--- src/rtl/alu_pkg.sv ---
// Shared opcode and FSM state definitions for the registered ALU.
package alu_pkg;

  typedef enum logic [3:0] {
    OP_ADD  = 4'd0,
    OP_ADDC = 4'd1,
    OP_SUB  = 4'd2,
    OP_SUBC = 4'd3,
    OP_CMP  = 4'd4,
    OP_AND  = 4'd5,
    OP_OR   = 4'd6,
    OP_EXOR = 4'd7,
    OP_TEST = 4'd8,
    OP_LSL  = 4'd9,
    OP_LSR  = 4'd10,
    OP_ROL  = 4'd11,
    OP_ROR  = 4'd12,
    OP_ASR  = 4'd13,
    OP_MOV  = 4'd14,
    OP_MUL  = 4'd15
  } alu_op_t;

  typedef logic [0:0] fsm_state_t;
  localparam fsm_state_t ST_IDLE = 1'b0;
  localparam fsm_state_t ST_MUL  = 1'b1;

endpackage

--- src/rtl/alu_mul_seq.sv ---
// Iterative shift-add unsigned multiplier, one partial product per clock.
module alu_mul_seq #(
  parameter int WIDTH = 8,
  parameter int CNT_W = $clog2(WIDTH + 1)
) (
  input  logic               i_clk,
  input  logic               i_rst,
  input  logic               i_load,
  input  logic [WIDTH-1:0]   i_a,
  input  logic [WIDTH-1:0]   i_b,
  output logic [2*WIDTH-1:0] o_prod,
  output logic               o_done
);

  logic [2*WIDTH-1:0] r_mcand;
  logic [WIDTH-1:0]   r_mplier;
  logic [2*WIDTH-1:0] r_acc;
  logic [CNT_W-1:0]   r_cnt;
  logic               r_run;
  logic [2*WIDTH-1:0] w_acc_nxt;

  // Product and done are presented combinationally on the last step so the
  // parent can register them on the same edge that finishes the multiply.
  assign w_acc_nxt = r_acc + (r_mplier[0] ? r_mcand : '0);
  assign o_prod    = w_acc_nxt;
  assign o_done    = r_run && (r_cnt == CNT_W'(WIDTH - 1));

  always_ff @(posedge i_clk) begin
    if (i_rst) begin
      r_mcand  <= '0;
      r_mplier <= '0;
      r_acc    <= '0;
      r_cnt    <= '0;
      r_run    <= 1'b0;
    end else if (i_load) begin
      r_mcand  <= {{WIDTH{1'b0}}, i_a};
      r_mplier <= i_b;
      r_acc    <= '0;
      r_cnt    <= '0;
      r_run    <= 1'b1;
    end else if (r_run) begin
      r_acc    <= w_acc_nxt;
      r_mcand  <= r_mcand << 1;
      r_mplier <= r_mplier >> 1;
      r_cnt    <= r_cnt + CNT_W'(1);
      if (o_done) r_run <= 1'b0;
    end
  end

endmodule

--- src/rtl/alu_seq.sv ---
// Registered RAT ALU with START/BUSY/DONE handshake and multi-cycle multiply.
// state   | meaning
// IDLE    | accepts START; single-cycle ops complete on the accept edge
// MUL     | shift-add multiply running, START ignored
module alu_seq
  import alu_pkg::*;
#(
  parameter int WIDTH = 8,
  parameter int CNT_W = $clog2(WIDTH + 1)
) (
  input  logic             i_clk,
  input  logic             i_rst,
  input  logic             i_start,
  input  logic [3:0]       i_sel,
  input  logic [WIDTH-1:0] i_a,
  input  logic [WIDTH-1:0] i_b,
  input  logic             i_cin,
  output logic [WIDTH-1:0] o_result,
  output logic [WIDTH-1:0] o_hi,
  output logic             o_c,
  output logic             o_z,
  output logic             o_busy,
  output logic             o_done
);

  fsm_state_t         r_state;
  logic [WIDTH-1:0]   r_result;
  logic [WIDTH-1:0]   r_hi;
  logic               r_c;
  logic               r_z;
  logic               r_done;

  alu_op_t            w_op;
  logic               w_accept;
  logic               w_is_mul;
  logic               w_mul_done;
  logic [2*WIDTH-1:0] w_prod;
  logic [WIDTH:0]     w_t;
  logic [WIDTH:0]     w_a_x;
  logic [WIDTH:0]     w_b_x;
  logic [WIDTH:0]     w_cin_x;

  assign w_op     = alu_op_t'(i_sel);
  assign w_accept = i_start && (r_state == ST_IDLE);
  assign w_is_mul = (w_op == OP_MUL);
  assign w_a_x    = {1'b0, i_a};
  assign w_b_x    = {1'b0, i_b};
  assign w_cin_x  = {{WIDTH{1'b0}}, i_cin};

  alu_mul_seq #(.WIDTH(WIDTH), .CNT_W(CNT_W)) u_mul (
    .i_clk  (i_clk),
    .i_rst  (i_rst),
    .i_load (w_accept && w_is_mul),
    .i_a    (i_a),
    .i_b    (i_b),
    .o_prod (w_prod),
    .o_done (w_mul_done)
  );

  // Bit WIDTH of the extended result is the carry, or the borrow on subtracts.
  always_comb begin
    w_t = '0;
    case (w_op)
      OP_ADD:          w_t = w_a_x + w_b_x;
      OP_ADDC:         w_t = w_a_x + w_b_x + w_cin_x;
      OP_SUB, OP_CMP:  w_t = w_a_x - w_b_x;
      OP_SUBC:         w_t = w_a_x - w_b_x - w_cin_x;
      OP_AND, OP_TEST: w_t = {1'b0, i_a & i_b};
      OP_OR:           w_t = {1'b0, i_a | i_b};
      OP_EXOR:         w_t = {1'b0, i_a ^ i_b};
      OP_LSL:          w_t = {i_a, i_cin};
      OP_LSR:          w_t = {i_a[0], i_cin, i_a[WIDTH-1:1]};
      OP_ROL:          w_t = {i_a[WIDTH-1], i_a[WIDTH-2:0], i_a[WIDTH-1]};
      OP_ROR:          w_t = {i_a[0], i_a[0], i_a[WIDTH-1:1]};
      OP_ASR:          w_t = {i_a[0], i_a[WIDTH-1], i_a[WIDTH-1:1]};
      default:         w_t = '0;
    endcase
  end

  always_ff @(posedge i_clk) begin
    if (i_rst) begin
      r_state  <= ST_IDLE;
      r_result <= '0;
      r_hi     <= '0;
      r_c      <= 1'b0;
      r_z      <= 1'b0;
      r_done   <= 1'b0;
    end else begin
      r_done <= 1'b0;
      if (r_state == ST_IDLE) begin
        if (w_accept) begin
          if (w_is_mul) begin
            r_state <= ST_MUL;
          end else begin
            r_done <= 1'b1;
            r_hi   <= '0;
            if (w_op == OP_MOV) begin
              r_result <= i_b;
            end else begin
              r_result <= w_t[WIDTH-1:0];
              r_c      <= w_t[WIDTH];
              r_z      <= (w_t[WIDTH-1:0] == '0);
            end
          end
        end
      end else if (w_mul_done) begin
        r_state  <= ST_IDLE;
        r_done   <= 1'b1;
        r_result <= w_prod[WIDTH-1:0];
        r_hi     <= w_prod[2*WIDTH-1:WIDTH];
        r_c      <= |w_prod[2*WIDTH-1:WIDTH];
        r_z      <= (w_prod == '0);
      end
    end
  end

  assign o_result = r_result;
  assign o_hi     = r_hi;
  assign o_c      = r_c;
  assign o_z      = r_z;
  assign o_busy   = (r_state == ST_MUL);
  assign o_done   = r_done;

endmodule

--- config.mk ---
export PLATFORM = sky130hd
export DESIGN_NAME = alu_seq
export DESIGN_NICKNAME = d
export VERILOG_FILES = /design/src/rtl/alu_pkg.sv /design/src/rtl/alu_mul_seq.sv /design/src/rtl/alu_seq.sv
export SDC_FILE = /design/constraint.sdc
export NUM_CORES = 1
export LEC_CHECK = 0
export CORE_MARGIN = 2
export CORE_UTILIZATION = 61
export CTS_BUF_LIST = sky130_fd_sc_hd__clkbuf_2 sky130_fd_sc_hd__clkbuf_4 sky130_fd_sc_hd__clkbuf_8
export CTS_CLUSTER_DIAMETER = 150
export DETAILED_ROUTE_END_ITERATION = 12
export GPL_TIMING_DRIVEN = 1
export HOLD_SLACK_MARGIN = 0.08
export MAX_ROUTING_LAYER = met4
export PLACE_DENSITY_LB_ADDON = 0.25
export SYNTH_ARGS = -nofsm -noshare
export SYNTH_HDL_FRONTEND = slang
export SYNTH_SLANG_ARGS = --single-unit
--- constraint.sdc ---
create_clock -name i_clk -period 4.2 [get_ports i_clk]
set_input_delay 0.63 -clock i_clk [delete_from_list [all_inputs] [get_ports i_clk]]
set_output_delay 0.63 -clock i_clk [all_outputs]
set_load 0.02 [all_outputs]
* Word-level counts from Yosys, hierarchy flattened
Index checks and enable logic that the tools add are counted.
** Storage, ports and cells
- Input port bits :: 24
- Register bits after elaboration :: 65
- Logic and storage cells :: 90
- Output and inout port bits :: 20
** Operators by class
- Mux-type cells :: 35
- $add $sub $neg :: 6
- Reductions and logical operators :: 14
- Bitwise logic cells :: 4
- Equality and inequality tests :: 19
** Operators with widths (count)
- $pmux 9 s12 :: 1
- $mux 8 :: 13
- $eq 4x4->1 const B :: 8
- $eq 4x3->1 const B :: 5
- $mux 1 :: 20
- $add 16x16->16 :: 1
- $logic_not 16->1 :: 1
- $mux 16 :: 1
- $add 8x8->9 :: 1
- $add 9x1->9 :: 1
- $sub 8x8->9 :: 1
- $sub 9x1->9 :: 1
- $and 8x8->8 :: 1
- $eq 4x2->1 const B :: 2
- $logic_not 8->1 :: 1
- $or 8x8->8 :: 1
- $reduce_or 8->1 :: 1
- $xor 8x8->8 :: 1
- $reduce_or 2->1 :: 3
- $add 4x1->4 const B :: 1
- $eq 4x1->1 const B :: 1
- $logic_not 4->1 :: 1
- $ne 2x2->1 const B :: 2
- $reduce_and 4->1 :: 1
- 5 further kinds :: 8

* Depth between registers and ports, before layout
- Depth in word-level cells :: 8
- Mapped depth :: 13
- Mapped depth without buffers :: 13

* By module
Synthesis repeated with hierarchy kept, for this count alone.
** Second synthesis, totals
- Cells, all modules :: 705
- Area, all modules :: 5764.3 um2
** By module, submodules not included
- alu_seq :: area an instance 2945.3 um2, cells each 376, instances 1
- alu_mul_seq :: area an instance 2819.0 um2, cells each 329, instances 1

* Worst setup path after synthesis
Ideal clock, no wire load.
- Kind :: input port to flip-flop
- From :: input port i_a[0]
- To :: register r_z, in the netlist o_z
- Cell stages on the path :: 11
- Setup time :: 69 ps
- Data arrival time :: 3107 ps
- Path buffers :: 0
- Required time :: 4131 ps
- Slack :: 1025 ps
- Cell sequence :: ha_1 -> fa_1 -> ha_1 -> mux2_2 -> a21oi_1 -> o221ai_1 -> a211oi_1 -> or4b_1 -> nor4_2 -> nand4b_1 -> o21ai_1
** On the way
- Longest elaborated chain between the ends :: 8
** Ends and longest elaborated chain
- from (decl) :: RTL line alu_seq.sv:15 : input logic [WIDTH-1:0] i_a,
- $sub 8x8->9 or $add 8x8->9 (tied branches)
- $sub 9x1->9 or $add 9x1->9 (tied branches) :: RTL line alu_seq.sv:67, alu_seq.sv:65
- $pmux 9 s12 (*) :: RTL line alu_seq.sv:63 : case (w_op)
- $logic_not 8->1 (*) :: RTL line alu_seq.sv:102 : r_z <= (w_t[WIDTH-1:0] == '0);
- $mux 1 (*) :: RTL line alu_seq.sv:97 : if (w_op == OP_MOV) begin
- $mux 1 (*) :: RTL line alu_seq.sv:92 : if (w_is_mul) begin
- $mux 1 (*) :: RTL line alu_seq.sv:91 : if (w_accept) begin
- $mux 1 (*) :: RTL line alu_seq.sv:90 : if (r_state == ST_IDLE) begin
- to (signal assigned) :: RTL line alu_seq.sv:102
- to (signal assigned) :: RTL line alu_seq.sv:112 : r_z <= (w_prod == '0);
- to (decl) :: RTL line alu_seq.sv:30 : logic r_z;
Mark *: on every way between the ends. The rest lies on a longest branch, timed or not. The select of a mux whose other input is x is not followed.
A chain may end at the register's enable or synchronous reset.

* Worst setup path after layout
- From :: input port i_b[0]
- To :: register r_z, in the netlist o_z
** On the way
- Longest elaborated chain between the ends :: 8
** Ends and longest elaborated chain
- from (decl) :: RTL line alu_seq.sv:16 : input logic [WIDTH-1:0] i_b,
- $sub 8x8->9 or $add 8x8->9 (tied branches)
- $sub 9x1->9 or $add 9x1->9 (tied branches) :: RTL line alu_seq.sv:67, alu_seq.sv:65
- $pmux 9 s12 (*) :: RTL line alu_seq.sv:63
- $logic_not 8->1 (*) :: RTL line alu_seq.sv:102
- $mux 1 (*) :: RTL line alu_seq.sv:97
- $mux 1 (*) :: RTL line alu_seq.sv:92
- $mux 1 (*) :: RTL line alu_seq.sv:91
- $mux 1 (*) :: RTL line alu_seq.sv:90
Marks and branches as above.

==> flow_summary.ini <==
[sta]
finalSetupViolCount = 0
fin_crit_sh_pct = 89.92
rsz0062_at_grt = no
period_minus_slack_ns = 3.777
maxSlewViolCount = 0
layout_setup_ws_ns = 0.4234
worstMarginPinSlew_ns = 0.9478
hold_violations = 0
clock.fmax_mhz = 264.8
tns_ns = 0
max_slew_margin_pct = 36.33
finClkSkew_ns = 0.009111

[finish]
drive_above_1_share_pct = 8.502
diodes = 0
multi_input_area_um2 = 3970
fillers = 677
syn_to_final_growth_pct = 13.71
finish.instance_area_um2 = 6331
final_nets = 807
regArea_um2 = 1303

[yosys]
netlist_area_um2 = 5568
synth_most_common_cell = nor2_1
ys_seq_area_share_pct = 23.37
syn_nets = 765
yosys.area.top_type = dfxtp_1
synth_top_family_by_area = compound AO/OA/AOI/OAI gates
yosys.area_share.simple_pct = 23.33
synth_xor_area_share_pct = 4.090
synth_seq_cells = 65
synth_top_area_share_pct = 23.37
ys_top_cells_by_count = 84 x nor2_1, 65 x dfxtp_1, 44 x ha_1
synth-compound-area-share_pct = 26.07
ys_warn_count = 0
synth_cells = 694
synth_area_leaders = dfxtp_1 23%, ha_1 9.9%, mux2i_1 6.7%
syn_avg_cell_area_um2 = 8.023
synthMuxAreaShare_pct = 6.854
synth_edf_count = 0
synthAdderAreaFrac_pct = 10.97
async_reset_ff_share_pct = 0
synth_cell_types = 83
synth_ff_type = dfxtp_1

[drt]
routed_wirelength_um = 17750
first_pass_iters = 6
wl_per_cell_um = 20.91
vias_per_cell = 6.707
drcViolationCount = 0
detail-route-antenna-nets = 0
drt_iter0_drc = 572
num_vias = 5694

[cts]
clk_pin_slew_ns = 0.07
cts_max_level = 3
postCtsSetupRepairBufs = 0
worst_skew_pair.late_latency_ns = 0.35
clock-sinks = 65
cts_resized = 0
numCtsBuffers = 9
clock_tree.root_cell = clkbuf_8
cts_tree = yes
cts_hold_buffers = 0
cts_buffer_depth = 2

[worst_setup_path]
critPathCaptureType = flip-flop
start_kind = primary input
path_class = in -> reg
arrival_ns = 4.07
required_ns = 4.49
crit_path_max_fanout = 5

[power]
leakage_uw = 0.002577
p_per_area_nw_per_um2 = 258.7
peakVddDrop_uv = 219.7

[grt]
gr-usage-met1_pct = 52.46
grt_overflow = 0
grt_pass1_wl_um = 28100
grt_pass1_vias = 5254
top_usage_layer = met2
grt_use_met3_pct = 7.098
antenna_found_initial = 0
use_met2_pct = 55.15
grt_usage_pct = 37.21
grt_max_degree = 45

[floorplanning]
dieWidth_um = 99.54
die_y_um = 99.54
start_util_pct = 63.23
row_count = 34
die-area_um2 = 9908
num_io_pins = 44
core_area_um2 = 8806

[placed_design]
dp_hpwl_um = 13630
dpl_worst_slack_ns = 0.1168
dpl-instance-area_um2 = 6131
gp_congestion = 1.055
numPortBuffers = 43

[worst_hold_path]
hold_path.class = reg -> reg

[job]
max_cap_viol_count = 0

[run_status]
outcome = complete, no violations
-- final cells by class --
class / instances / share of cell area [%]
repair buffers: 66 / 9.526
clock inverters: 3 / 0.6324
flip-flops and latches: 65 / 20.57
well taps: 108 / 2.134
inverters: 32 / 1.897
clock buffers: 13 / 2.530
multi-input cells: 562 / 62.71
-- registers in the layout, summed over array words and instances (netlist names) --
name / flops
u_mul.r_acc: 16
u_mul.r_mcand: 16
o_hi: 8
o_result: 8
u_mul.r_mplier: 8
u_mul.r_cnt: 4
o_busy: 1
o_c: 1
o_done: 1
o_z: 1
u_mul.r_run: 1
-- layer usage --
layer | vias up | share of wire, %
met2 | 321 | 44
li1 | 2647 | -
met5 | - | 0
met1 | 2691 | 44
met3 | 35 | 10
met4 | 0 | 1.9
-- through the flow --
stage,utilization [%],hold slack (ns),total power (µW),cells
2_1_floorplan,-,0.4607,940.8,694
3_3_place_gp,69.62,0.4401,1089,833
3_5_place_dp,69.62,0.4613,1092,833
4_1_cts,71.90,0.4708,1625,849
5_1_grt,71.90,0.4967,1697,849
6_report,71.90,0.4725,1638,849
-- worst paths after layout --
check | start | endpoint | slack [ns] | cells past startpoint
worst max-delay path | i_b[0] | o_z | 0.42 | 12
worst min-delay path | o_result[5] | o_result[5] | 0.47 | 2
worst max register to register | u_mul.r_mplier[0] | o_z | 0.67 | 11
worst min register to register | o_result[5] | o_result[5] | 0.47 | 2
-- cell usage in the layout, fill, tap and decap left out, drive strengths merged, types with 29 or more instances in the layout --
cell type and instances:
inv 31, mux2i 37, clkdlybuf4s50 43, nand2 41, a21oi 36, nor2 84
dfxtp 65, o21ai 29, a211oi 33, ha 44
-- power by group --
group	leakage (µW)	total, µW	switching (µW)	internal [µW]
clock	0.000108	545	237	309
sequential	0.000527	642	11.7	631
combinational	0.00194	451	265	185
total	0.00258	1640	514	1120
-- critical path: stages --
cell	delay, ns
clkdlybuf4s50_1	0.64
ha_1	0.29
fa_1	0.47
ha_1	0.30
mux2_2	0.26
a21oi_1	0.14
o221ai_1	0.13
a211oi_1	0.28
or4b_1	0.50
nor4_2	0.16
nand4b_1	0.13
o21ai_1	0.12
-- logic make-up (layout without fill, tap and decap cells) --
| group | Yosys count | in the layout |
|---|---|---|
| xor+xnor | 26 | 26 |
| buf+inv | 67 | 114 |
| flops | 65 | 65 |
| mux | 38 | 38 |
| compound gates | 200 | 200 |
| simple gates | 251 | 251 |
| fa+ha+maj | 47 | 47 |
Power figures use the tool's default switching activity.
